`src/rtl/bpi_bus_engine_if.sv`:
```
// Sequencer-facing handshake of the BPI bus engine: request, operands and status/read data.
interface bpi_bus_engine_if #(
  parameter int ADDR_W = 23,
  parameter int DATA_W = 16
);
  logic              EXECUTE;
  logic              READ;
  logic [ADDR_W-1:0] ADDR_IN;
  logic [DATA_W-1:0] DATA_IN;
  logic              BUSY;
  logic              RDY;
  logic              LD_DAT;
  logic [DATA_W-1:0] DATA_OUT;

  modport master (output EXECUTE, READ, ADDR_IN, DATA_IN,
                  input  BUSY, RDY, LD_DAT, DATA_OUT);
  modport slave  (input  EXECUTE, READ, ADDR_IN, DATA_IN,
                  output BUSY, RDY, LD_DAT, DATA_OUT);
endinterface

```
`src/rtl/bpi_bus_engine.sv`:
```
// BPI flash bus engine: one timed asynchronous NOR read or write per EXECUTE, every pad output registered.
// RDY returns accept+3+T_WE+T_REC (write) / accept+3+T_RD+T_REC (read); EXECUTE ignored unless idle and re-armed.
module bpi_bus_engine #(
  parameter int ADDR_W = 23,
  parameter int DATA_W = 16,
  parameter int T_WE   = 4,
  parameter int T_RD   = 6,
  parameter int T_REC  = 2
) (
  input  logic              CLK,
  input  logic              RST,
  bpi_bus_engine_if.slave   seq,
  output logic [ADDR_W-1:0] FLASH_A,
  input  logic [DATA_W-1:0] FLASH_DQ_I,
  output logic [DATA_W-1:0] FLASH_DQ_O,
  output logic              FLASH_DQ_OE,
  output logic              FLASH_CE_B,
  output logic              FLASH_OE_B,
  output logic              FLASH_WE_B
);

  typedef enum logic [2:0] {
    S_IDLE, S_SETUP, S_WR_PULSE, S_HOLD, S_RD_WAIT, S_CAPTURE, S_RECOVER
  } state_t;

  // A zero timing parameter behaves as one cycle.
  localparam logic [7:0] WE_LD  = 8'((T_WE  < 1 ? 1 : T_WE)  - 1);
  localparam logic [7:0] RD_LD  = 8'((T_RD  < 1 ? 1 : T_RD)  - 1);
  localparam logic [7:0] REC_LD = 8'((T_REC < 1 ? 1 : T_REC) - 1);

  state_t            state_q, state_d;
  logic [7:0]        cnt_q, cnt_d;
  logic              armed_q, armed_d;
  logic              rd_q, rd_d;
  logic [ADDR_W-1:0] addr_q, addr_d;
  logic [DATA_W-1:0] wdat_q, wdat_d;

  logic              busy_q, busy_d;
  logic              rdy_q, rdy_d;
  logic              ld_dat_q, ld_dat_d;
  logic [DATA_W-1:0] data_out_q, data_out_d;
  logic [ADDR_W-1:0] fa_q, fa_d;
  logic [DATA_W-1:0] dq_o_q, dq_o_d;
  logic              dq_oe_q, dq_oe_d;
  logic              ce_b_q, ce_b_d;
  logic              oe_b_q, oe_b_d;
  logic              we_b_q, we_b_d;

  always_ff @(posedge CLK or posedge RST) begin
    if (RST) begin
      state_q <= S_IDLE;
      cnt_q   <= '0;
      armed_q <= 1'b1;
      rd_q    <= 1'b0;
      addr_q  <= '0;
      wdat_q  <= '0;
    end else begin
      state_q <= state_d;
      cnt_q   <= cnt_d;
      armed_q <= armed_d;
      rd_q    <= rd_d;
      addr_q  <= addr_d;
      wdat_q  <= wdat_d;
    end
  end

  always_comb begin
    state_d = state_q;
    cnt_d   = cnt_q;
    armed_d = armed_q | ~seq.EXECUTE;
    rd_d    = rd_q;
    addr_d  = addr_q;
    wdat_d  = wdat_q;
    case (state_q)
      S_IDLE: begin
        // armed only re-arms after a low EXECUTE cycle, so a stuck request runs once.
        if (seq.EXECUTE && armed_q) begin
          state_d = S_SETUP;
          armed_d = 1'b0;
          rd_d    = seq.READ;
          addr_d  = seq.ADDR_IN;
          wdat_d  = seq.DATA_IN;
        end
      end
      S_SETUP: begin
        state_d = rd_q ? S_RD_WAIT : S_WR_PULSE;
        cnt_d   = rd_q ? RD_LD : WE_LD;
      end
      S_WR_PULSE: begin
        if (cnt_q == 8'd0) state_d = S_HOLD;
        else               cnt_d   = cnt_q - 8'd1;
      end
      S_HOLD: begin
        state_d = S_RECOVER;
        cnt_d   = REC_LD;
      end
      S_RD_WAIT: begin
        if (cnt_q == 8'd0) state_d = S_CAPTURE;
        else               cnt_d   = cnt_q - 8'd1;
      end
      S_CAPTURE: begin
        state_d = S_RECOVER;
        cnt_d   = REC_LD;
      end
      S_RECOVER: begin
        if (cnt_q == 8'd0) state_d = S_IDLE;
        else               cnt_d   = cnt_q - 8'd1;
      end
      default: state_d = S_IDLE;
    endcase
  end

  // Pad and status flops present the current state one cycle later, so every pin leaves a flop.
  always_comb begin
    busy_d     = 1'b0;
    rdy_d      = 1'b0;
    ld_dat_d   = 1'b0;
    data_out_d = data_out_q;
    fa_d       = fa_q;
    dq_o_d     = dq_o_q;
    dq_oe_d    = 1'b0;
    ce_b_d     = 1'b1;
    oe_b_d     = 1'b1;
    we_b_d     = 1'b1;
    case (state_q)
      S_IDLE: rdy_d = 1'b1;
      S_SETUP: begin
        busy_d  = 1'b1;
        ce_b_d  = 1'b0;
        fa_d    = addr_q;
        dq_oe_d = ~rd_q;
        if (!rd_q) dq_o_d = wdat_q;
      end
      S_WR_PULSE: begin
        busy_d  = 1'b1;
        ce_b_d  = 1'b0;
        we_b_d  = 1'b0;
        dq_oe_d = 1'b1;
      end
      S_HOLD: begin
        busy_d  = 1'b1;
        ce_b_d  = 1'b0;
        dq_oe_d = 1'b1;
      end
      S_RD_WAIT: begin
        busy_d = 1'b1;
        ce_b_d = 1'b0;
        oe_b_d = 1'b0;
      end
      S_CAPTURE: begin
        // Samples DQ at the end of the last pad cycle with OE_B low: a full T_RD of access time.
        busy_d     = 1'b1;
        ce_b_d     = 1'b0;
        ld_dat_d   = 1'b1;
        data_out_d = FLASH_DQ_I;
      end
      default: ;
    endcase
  end

  always_ff @(posedge CLK or posedge RST) begin
    if (RST) begin
      busy_q     <= 1'b0;
      rdy_q      <= 1'b1;
      ld_dat_q   <= 1'b0;
      data_out_q <= '0;
      fa_q       <= '0;
      dq_o_q     <= '0;
      dq_oe_q    <= 1'b0;
      ce_b_q     <= 1'b1;
      oe_b_q     <= 1'b1;
      we_b_q     <= 1'b1;
    end else begin
      busy_q     <= busy_d;
      rdy_q      <= rdy_d;
      ld_dat_q   <= ld_dat_d;
      data_out_q <= data_out_d;
      fa_q       <= fa_d;
      dq_o_q     <= dq_o_d;
      dq_oe_q    <= dq_oe_d;
      ce_b_q     <= ce_b_d;
      oe_b_q     <= oe_b_d;
      we_b_q     <= we_b_d;
    end
  end

  assign seq.BUSY     = busy_q;
  assign seq.RDY      = rdy_q;
  assign seq.LD_DAT   = ld_dat_q;
  assign seq.DATA_OUT = data_out_q;
  assign FLASH_A      = fa_q;
  assign FLASH_DQ_O   = dq_o_q;
  assign FLASH_DQ_OE  = dq_oe_q;
  assign FLASH_CE_B   = ce_b_q;
  assign FLASH_OE_B   = oe_b_q;
  assign FLASH_WE_B   = we_b_q;

endmodule

```
`src/flat_wrapper.sv`:
```
// flat-port wrapper written by rule: the top's interface ports become plain ports
module bpi_bus_engine_flat 
#(
  parameter int ADDR_W = 23,
  parameter int DATA_W = 16,
  parameter int T_WE   = 4,
  parameter int T_RD   = 6,
  parameter int T_REC  = 2
)
  (CLK, RST, FLASH_A, FLASH_DQ_I, FLASH_DQ_O, FLASH_DQ_OE, FLASH_CE_B, FLASH_OE_B, FLASH_WE_B, seq_EXECUTE, seq_READ, seq_ADDR_IN, seq_DATA_IN, seq_BUSY, seq_RDY, seq_LD_DAT, seq_DATA_OUT);
  bpi_bus_engine_if #(.ADDR_W(ADDR_W), .DATA_W(DATA_W)) seq_i ();
  input  logic CLK;
  input  logic RST;
  output logic [ADDR_W-1:0] FLASH_A;
  input  logic [DATA_W-1:0] FLASH_DQ_I;
  output logic [DATA_W-1:0] FLASH_DQ_O;
  output logic FLASH_DQ_OE;
  output logic FLASH_CE_B;
  output logic FLASH_OE_B;
  output logic FLASH_WE_B;
  input wire logic [$bits(seq_i.EXECUTE)-1:0] seq_EXECUTE;
  input wire logic [$bits(seq_i.READ)-1:0] seq_READ;
  input wire logic [$bits(seq_i.ADDR_IN)-1:0] seq_ADDR_IN;
  input wire logic [$bits(seq_i.DATA_IN)-1:0] seq_DATA_IN;
  output wire logic [$bits(seq_i.BUSY)-1:0] seq_BUSY;
  output wire logic [$bits(seq_i.RDY)-1:0] seq_RDY;
  output wire logic [$bits(seq_i.LD_DAT)-1:0] seq_LD_DAT;
  output wire logic [$bits(seq_i.DATA_OUT)-1:0] seq_DATA_OUT;
  assign seq_i.EXECUTE = seq_EXECUTE;
  assign seq_i.READ = seq_READ;
  assign seq_i.ADDR_IN = seq_ADDR_IN;
  assign seq_i.DATA_IN = seq_DATA_IN;
  assign seq_BUSY = seq_i.BUSY;
  assign seq_RDY = seq_i.RDY;
  assign seq_LD_DAT = seq_i.LD_DAT;
  assign seq_DATA_OUT = seq_i.DATA_OUT;
  bpi_bus_engine #(.ADDR_W(ADDR_W), .DATA_W(DATA_W), .T_WE(T_WE), .T_RD(T_RD), .T_REC(T_REC)) u_core (.CLK(CLK), .RST(RST), .seq(seq_i), .FLASH_A(FLASH_A), .FLASH_DQ_I(FLASH_DQ_I), .FLASH_DQ_O(FLASH_DQ_O), .FLASH_DQ_OE(FLASH_DQ_OE), .FLASH_CE_B(FLASH_CE_B), .FLASH_OE_B(FLASH_OE_B), .FLASH_WE_B(FLASH_WE_B));
endmodule
```
`config.mk`:
```
export PLATFORM = sky130hd
export DESIGN_NAME = bpi_bus_engine_flat
export DESIGN_NICKNAME = d
export VERILOG_FILES = /design/src/rtl/bpi_bus_engine_if.sv /design/src/rtl/bpi_bus_engine.sv /design/src/flat_wrapper.sv
export SDC_FILE = /design/constraint.sdc
export NUM_CORES = 1
export LEC_CHECK = 0
export ABC_CLOCK_PERIOD_IN_PS = 6000
export CAP_MARGIN = 5
export CORE_ASPECT_RATIO = 0.75
export CORE_MARGIN = 1.5
export CORE_UTILIZATION = 30
export DETAILED_ROUTE_END_ITERATION = 6
export PLACE_DENSITY = 0.6
export SLEW_MARGIN = 30
export SYNTH_ARGS = -nofsm -noshare
export SYNTH_HDL_FRONTEND = slang
export SYNTH_SLANG_ARGS = --single-unit
```
`constraint.sdc`:
```
create_clock -name CLK -period 6 [get_ports CLK]
set_input_delay 1.5 -clock CLK [delete_from_list [all_inputs] [get_ports CLK]]
set_output_delay 1.5 -clock CLK [all_outputs]
set_load 0.05 [all_outputs]
```
==> flow_summary.rst, run 1 <==
.. list-table::
   :header-rows: 1

   * - Metric
     - Value
   * - Max Clock Freq
     - 0.3090 GHz
   * - Htree depth
     - 4
   * - Die ar.
     - 0.01565 sq mm
   * - Inserted Diodes
     - 0
   * - Worst Tran Pin Value
     - 0.6892 ns
   * - First-pass iteration count of the detailed router
     - 4
   * - Slowest-stage cell, CP
     - sky130_fd_sc_hd__clkdlybuf4s50_1
   * - Horizontal die dimension
     - 143.9 um
   * - Maximum cell stage delay along the critical path
     - 0.82 ns
   * - Initial core utilization
     - 30.82%
   * - GR Util met2
     - 19.89%
   * - Half-perimeter wire length of the detailed placement result
     - 6238 um
   * - Max FO, Critical Path
     - 1
   * - Maximum root-to-sink buffer count
     - 2
   * - Fin nets
     - 507
   * - # resized after CTS
     - 0
   * - Area growth, synth to finish
     - 44.65%
   * - Pin count of the biggest net entering global routing
     - 78
   * - Critical path's top delay family
     - buffers and inverters
   * - Outcome
     - finished, final reports clean
   * - Number of flops mapped to enable cells by yosys
     - 0
   * - Post-synth design cell area
     - 0.004469 sq mm
   * - Total wire length after detailed routing
     - 9430 um
   * - Number of synthesized register bits
     - 114
   * - WL/cell
     - 14.31 um
   * - Cell-by-cell trace of the critical path
     - clkdlybuf4s50_1
   * - Number of library cell types mapped by synthesis
     - 38
   * - Flip-flop cell with the highest count after synthesis
     - sky130_fd_sc_hd__dfrtp_1
   * - Number of max-cap violations
     - 0
   * - Placeable core region
     - 0.01450 sq mm
   * - Final setup fails
     - 0
   * - Worst setup skew after layout
     - 0.006552 ns
   * - Power Dens Cells
     - 650.8 mW/mm^2
   * - Critical Path RT
     - 4.50 ns
   * - Shortest clock period the worst path allows after layout
     - 3.236 ns
   * - Setup Fix Bufs, Post-CTS
     - 0
   * - Count of vias placed by the detailed router
     - 2,882
   * - Global router's overall resource usage
     - 12.99%
   * - Worst hold-check path type
     - register to register
   * - Fill cell count
     - 1,321
   * - # port buffers
     - 120
   * - Worst supply voltage drop on vdd
     - 0.0002921 V
   * - Post-detailed-route DRC marker count
     - 0
   * - Overflow left after global routing
     - 0
   * - Post-Syn Instances
     - 320
   * - Most crowded layer after global routing
     - met2
   * - Cts bufs inserted
     - 17
   * - Fraction of met3 tracks used by global routing
     - 3.953%
   * - Vert. Die Dim
     - 108.7 um
   * - Final antenna-violating net count
     - 0
   * - Vias in the first global route
     - 3,035
   * - Hold-fix buffers at CTS
     - 0
   * - Num Clock Sinks
     - 114
   * - Startpoint class of the critical path
     - register
   * - Worst relative slew slack
     - 53.91%
   * - Aggregate negative setup slack
     - 0 ns
   * - Number of I/O pins
     - 121
   * - Cell at the root of the clock tree
     - sky130_fd_sc_hd__clkbuf_16
   * - Seq/Total Area, Yosys
     - 63.97%
   * - Initial drt markers
     - 105
   * - Number of hold violations in the final report
     - 0
   * - M1 GR Usage
     - 17.03%
   * - TritonCTS clock tree
     - yes
   * - Nature of the critical path endpoint
     - output pin
   * - Share of synthesized registers carrying an async set or reset
     - 100.0%
   * - Total buffers and inverters traversed by the critical path
     - 1
   * - Clk Latency, worst-skew pair
     - 0.40 ns
   * - Setup repair after global routing missed its margin
     - false
   * - Syn_nets
     - 381
   * - Pins Over Slew Limit
     - 0
   * - Synthesized area per cell
     - 13.97 sq um
   * - Post-route cell area
     - 0.006465 sq mm
   * - Drt via density
     - 4.373
   * - Signal arrival time at the worst endpoint
     - 1.74 ns
   * - Post-route clock period utilization
     - 53.94%
   * - Wire length of the first global-routing pass
     - 15,370 um
   * - Placed Instance Area
     - 0.005836 sq mm
   * - Clock-pin slew of the registers on the worst-case setup and hold paths
     - 0.05 ns
   * - Final standard cell utilization of the core
     - 44.58%
   * - Placement Rows
     - 38
   * - Initial antenna violation count
     - 0
   * - Static power due to leakage
     - 0.002837 uW
   * - Weighted congestion reported at the end of routability-driven placement
     - 0.7294
   * - Layout cell share with drive strength beyond 1
     - 16.78%
   * - Crit Path Category
     - register to output pin
   * - Yosys warning count
     - 0
==> synthesized netlist by cell type (4+ instances only) <==
cell type	count	share of area, %
sky130_fd_sc_hd__dfrtp_1	109	61
sky130_fd_sc_hd__nand2_1	54	4.5
sky130_fd_sc_hd__mux2_1	47	12
sky130_fd_sc_hd__mux2_2	23	5.8
sky130_fd_sc_hd__mux2_4	9	3.0
sky130_fd_sc_hd__nor2_1	8	0.67
sky130_fd_sc_hd__buf_4	6	1.0
sky130_fd_sc_hd__inv_1	6	0.50
sky130_fd_sc_hd__buf_2	5	0.56
sky130_fd_sc_hd__dfstp_2	5	2.9
sky130_fd_sc_hd__a21oi_1	4	0.45
==> logic make-up after synthesis <==
logic type,synth area share [%]
compound gates,2.463
fa+ha+maj,0.5598
buf+inv,2.995
flops,63.97
mux,21.33
simple gates,8.679
==> flip-flops by register name (all words and copies together) (netlist names), 3 cells and up <==
register	cells
u_core.FLASH_A	23
u_core.FLASH_DQ_O	16
u_core.addr_q	23
u_core.cnt_q	8
u_core.seq.DATA_OUT	16
u_core.state_q	3
u_core.wdat_q	16
==> cell usage in the layout, fill, tap and decap left out, drive strengths merged, types with 2 or more instances in the layout <==
cell type	count
ha	2
mux2	79
and2	3
a211oi	2
clkdlybuf4s50	120
or3	2
nor2b	2
clkbuf	19
nor2	8
nand3b	3
clkinvlp	3
inv	8
clkinv	5
dfstp	5
o21ai	4
nand3	2
nand4b	2
nand2	54
buf	2
mux2i	3
nor3	4
dfrtp	109
bufinv	4
a21oi	4
==> power by group <==
part           switching, uW  internal (uW)  total [uW]
combinational           1090            685        1780
sequential               220           1160        1380
clock                    350            705        1060
total                   1660           2550        4210
==> through the flow <==
step	setup WS, ns	power, uW	hold WS, ns	instances
after floorplan	1.493	2590	0.4449	320
after global placement	2.547	3132	0.4577	627
after detailed placement	2.750	3180	0.4631	627
after CTS	2.740	4263	0.4772	659
after global routing	2.728	4441	0.5000	659
final	2.764	4207	0.4761	659
==> layer usage <==
| metal | up-vias | share of wire [%] |
|---|---|---|
| met5 | - | 0 |
| met4 | 0 | 1.1 |
| met3 | 8 | 6.5 |
| met2 | 79 | 45 |
| met1 | 1445 | 47 |
| li1 | 1350 | - |
==> worst paths after layout <==
path	from	endpoint	slack (ns)	depth (start not counted)
worst max register to register	u_core.state_q[1]	u_core.FLASH_DQ_O[9]	3.65	5
worst max-delay path	u_core.seq.RDY	seq_RDY	2.76	1
max in group asynchronous	RST	u_core.addr_q[22]	3.44	3
worst min register to register	u_core.seq.DATA_OUT[0]	u_core.seq.DATA_OUT[0]	0.48	2
worst min-delay path	u_core.seq.DATA_OUT[0]	u_core.seq.DATA_OUT[0]	0.48	2
min in group asynchronous	RST	u_core.FLASH_A[4]	1.58	2
==> final cells by class <==
class	count	area (sq um)	area share, %
sequential	114	2859	44.22
multi-input combinational	184	1481	22.91
timing repair buffer	122	1216	18.81
clock buffer	19	442.9	6.851
tap	200	250.2	3.871
clock inverter	13	183.9	2.845
inverter	7	31.28	0.4838
Note: power is estimated with default switching activity, not from simulation.
==> run 2: changes to the inputs <==
--- a/config.mk
+++ b/config.mk
@@ -5,13 +5,13 @@
 export SDC_FILE = /design/constraint.sdc
 export NUM_CORES = 1
 export LEC_CHECK = 0
-export ABC_CLOCK_PERIOD_IN_PS = 6000
+export ABC_CLOCK_PERIOD_IN_PS = 2650
 export CAP_MARGIN = 5
 export CORE_ASPECT_RATIO = 0.75
 export CORE_MARGIN = 1.5
 export CORE_UTILIZATION = 30
 export DETAILED_ROUTE_END_ITERATION = 6
-export PLACE_DENSITY = 0.6
+export PLACE_DENSITY = 0.62
 export SLEW_MARGIN = 30
 export SYNTH_ARGS = -nofsm -noshare
 export SYNTH_HDL_FRONTEND = slang
==> constraint.sdc (replaced) <==
create_clock -name CLK -period 2.65 [get_ports CLK]
set_input_delay 0.6625 -clock CLK [delete_from_list [all_inputs] [get_ports CLK]]
set_output_delay 0.6625 -clock CLK [all_outputs]
set_load 0.05 [all_outputs]
==> run 2 against run 1 <==
Net effect: count of clock-buffer cells in the layout is 4 higher; sequential share of layout area fell by 0.48 points; total power is 130% higher; final cell count up 0.76%; sequential power is 130% higher; highest routed layer unchanged; first-iteration DRC count shrank 17%; routed wire length up 0.85%; worst setup slack got worse by 2.5 ns; clock power increased by 120%.
==> flow_summary.rst, run 2 (same netlist as run 1, synthesis figures left out) <==
.. list-table::
   :header-rows: 1

   * - Metric
     - Value
   * - Most common cell after layout, fill and taps aside
     - sky130_fd_sc_hd__clkdlybuf4s50_1
   * - Critical Path RT
     - 1.99 ns (-2.51 ns)
   * - Shortest clock period the worst path allows after layout
     - 2.384 ns
   * - Initial antenna violation count
     - 0 (unchanged)
   * - # resized after CTS
     - 0 (unchanged)
   * - Reg2Reg Depth
     - 4 (-1)
   * - Startpoint class of the critical path
     - register
   * - Reg area
     - 0.002859 sq mm (unchanged)
   * - Fin nets
     - 512 (+0.99%)
   * - Static power due to leakage
     - 0.002870 uW (+1.2%)
   * - Maximum root-to-sink buffer count
     - 2 (unchanged)
   * - Worst supply voltage drop on vdd
     - 0.0007360 V (+150%)
   * - Placed Instance Area
     - 0.005921 sq mm (+1.5%)
   * - Critical R2R Launch
     - u_core.state_q[1]
   * - Cell-by-cell trace of the critical path
     - clkdlybuf4s50_1
   * - First-pass iteration count of the detailed router
     - 4 (unchanged)
   * - Horizontal die dimension
     - 143.9 um (unchanged)
   * - Placement Rows
     - 38 (unchanged)
   * - Pwr Total
     - 9504 uW (+130%)
   * - Initial core utilization
     - 30.82% (unchanged)
   * - Post-detailed-route DRC marker count
     - 0 (unchanged)
   * - Worst setup skew after layout
     - 0.006588 ns (+0.00003575 ns)
   * - Post-route clock period utilization
     - 89.97%
   * - Number of hold violations in the final report
     - 0 (unchanged)
   * - Pins Over Slew Limit
     - 0 (unchanged)
   * - GR Util met2
     - 18.32% (-1.6 points)
   * - Clk Latency, worst-skew pair
     - 0.40 ns (about the same)
   * - Signal arrival time at the worst endpoint
     - 1.72 ns (-0.02 ns)
   * - Min-Delay Endpoint
     - u_core.seq.DATA_OUT[7]
   * - Crit Path Category
     - register to output pin
   * - Post-route cell area
     - 0.006536 sq mm (+1.1%)
   * - Setup repair after global routing missed its margin
     - false
   * - Drt via density
     - 4.342 (-0.72%)
   * - Num Clock Sinks
     - 114 (unchanged)
   * - Worst Tran Pin Value
     - 0.6573 ns (-0.03195 ns)
   * - Clock-pin slew of the registers on the worst-case setup and hold paths
     - 0.05 ns (about the same)
   * - Highest-count cells in the layout ignoring fill and taps
     - sky130_fd_sc_hd__clkdlybuf4s50_1, sky130_fd_sc_hd__dfrtp_1, sky130_fd_sc_hd__nand2_1, sky130_fd_sc_hd__mux2_1, sky130_fd_sc_hd__mux2_2
   * - Wire length of the first global-routing pass
     - 15,360 um (about the same)
   * - Count of vias placed by the detailed router
     - 2,883 (+0.035%)
   * - Final setup fails
     - 0 (unchanged)
   * - Worst relative slew slack
     - 56.09% (+2.2 points)
   * - Slowest-stage cell, CP
     - sky130_fd_sc_hd__clkdlybuf4s50_1
   * - Origin of the worst min-delay path
     - u_core.seq.DATA_OUT[7]
   * - Aggregate negative setup slack
     - 0 ns (unchanged)
   * - Die ar.
     - 0.01565 sq mm (unchanged)
   * - Overflow left after global routing
     - 0 (unchanged)
   * - Fill cell count
     - 1,316 (-0.38%)
   * - Max FO, Critical Path
     - 1 (unchanged)
   * - Power Dens Cells
     - 1454 mW/mm^2 (+120%)
   * - TritonCTS clock tree
     - yes
   * - Hold-fix buffers at CTS
     - 0 (unchanged)
   * - Half-perimeter wire length of the detailed placement result
     - 6440 um (+3.2%)
   * - Inserted Diodes
     - 0 (unchanged)
   * - Final antenna-violating net count
     - 0 (unchanged)
   * - Cts bufs inserted
     - 17 (unchanged)
   * - Layout cell share with drive strength beyond 1
     - 17.46% (+0.68 points)
   * - Critical path's top delay family
     - buffers and inverters
   * - Nature of the critical path endpoint
     - output pin
   * - Htree depth
     - 4 (unchanged)
   * - Fraction of met3 tracks used by global routing
     - 4.963% (+1.0 points)
   * - WL/cell
     - 14.32 um (about the same)
   * - Most crowded layer after global routing
     - met2
   * - Cell at the root of the clock tree
     - sky130_fd_sc_hd__clkbuf_16
   * - Vias in the first global route
     - 2,984 (-1.7%)
   * - Area of the multi-input gates
     - 0.001478 sq mm (-0.25%)
   * - # port buffers
     - 120 (unchanged)
   * - Number of I/O pins
     - 121 (unchanged)
   * - Number of max-cap violations
     - 0 (unchanged)
   * - M1 GR Usage
     - 17.71% (+0.68 points)
   * - Area growth, synth to finish
     - 46.25%
   * - Setup Fix Bufs, Post-CTS
     - 0 (unchanged)
   * - Max Clock Freq
     - 0.4194 GHz
   * - Weighted congestion reported at the end of routability-driven placement
     - 0.7913 (+8.5%)
   * - Destination of the worst register-to-register timing path
     - u_core.FLASH_DQ_O[12]
   * - Placeable core region
     - 0.01450 sq mm (unchanged)
   * - Global router's overall resource usage
     - 12.95% (-0.039 points)
   * - Total buffers and inverters traversed by the critical path
     - 1 (unchanged)
   * - Total wire length after detailed routing
     - 9510 um (+0.85%)
   * - Number of stages on the worst hold path
     - 2 (unchanged)
   * - Maximum cell stage delay along the critical path
     - 0.82 ns (about the same)
   * - Vert. Die Dim
     - 108.7 um (unchanged)
   * - R2R setup slack
     - 0.70 ns (-2.95 ns)
   * - Outcome
     - finished, final reports clean
   * - Initial drt markers
     - 87 (-17%)
   * - Worst hold-check path type
     - register to register
   * - Pin count of the biggest net entering global routing
     - 41 (-47%)
-- run 2: cell types whose count changed in the layout (fill, tap and decap cells not counted), moves of 2 or more --
cell / delta
sky130_fd_sc_hd__buf_12: +4
sky130_fd_sc_hd__clkinv_4: -2
sky130_fd_sc_hd__inv_6: -2
sky130_fd_sc_hd__clkbuf_8: +3
-- run 2: cell type report --
type                    count  area share [%]
flip-flops and latches    114           43.74
multi-input cells         184           22.61
repair buffers            127           19.95
clock buffers              23           7.466
well taps                 200           3.828
clock inverters             9           1.953
inverters                   7          0.4594
-- run 2: metrics by stage --
step	hold slack [ns]	std cells	worst slack, ns	util (%)
floorplan	0.4449	320	0.6062	-
global placement	0.4573	632	0.5280	40.83
detailed placement	0.4655	632	0.5069	40.83
CTS	0.4802	664	0.2410	45.07
finish	0.4769	664	0.2659	45.07
global route	0.4948	664	0.2163	45.07
-- run 2: report_power, final --
group / internal (uW) / switching [uW]
clock: 1570 / 764
sequential: 2620 / 501
combinational: 1570 / 2470
-- run 2: worst max-delay path by stage --
| stage | startpoint | endpoint | cells after the start |
|---|---|---|---|
| floorplan | RST | u_core.FLASH_A[0] | 1 |
| global placement | seq_EXECUTE | u_core.addr_q[11] | 4 |
| detailed placement | seq_EXECUTE | u_core.wdat_q[7] | 4 |
| CTS | u_core.seq.RDY | seq_RDY | 1 |
| global route | u_core.FLASH_CE_B | FLASH_CE_B | 1 |
| finish | u_core.FLASH_CE_B | FLASH_CE_B | 1 |
-- run 2: per-layer routing --
layer,vias to the layer above,routed length [um]
met5,-,0
met4,0,134
met3,13,835
met2,97,4105
met1,1408,4433
li1,1365,-
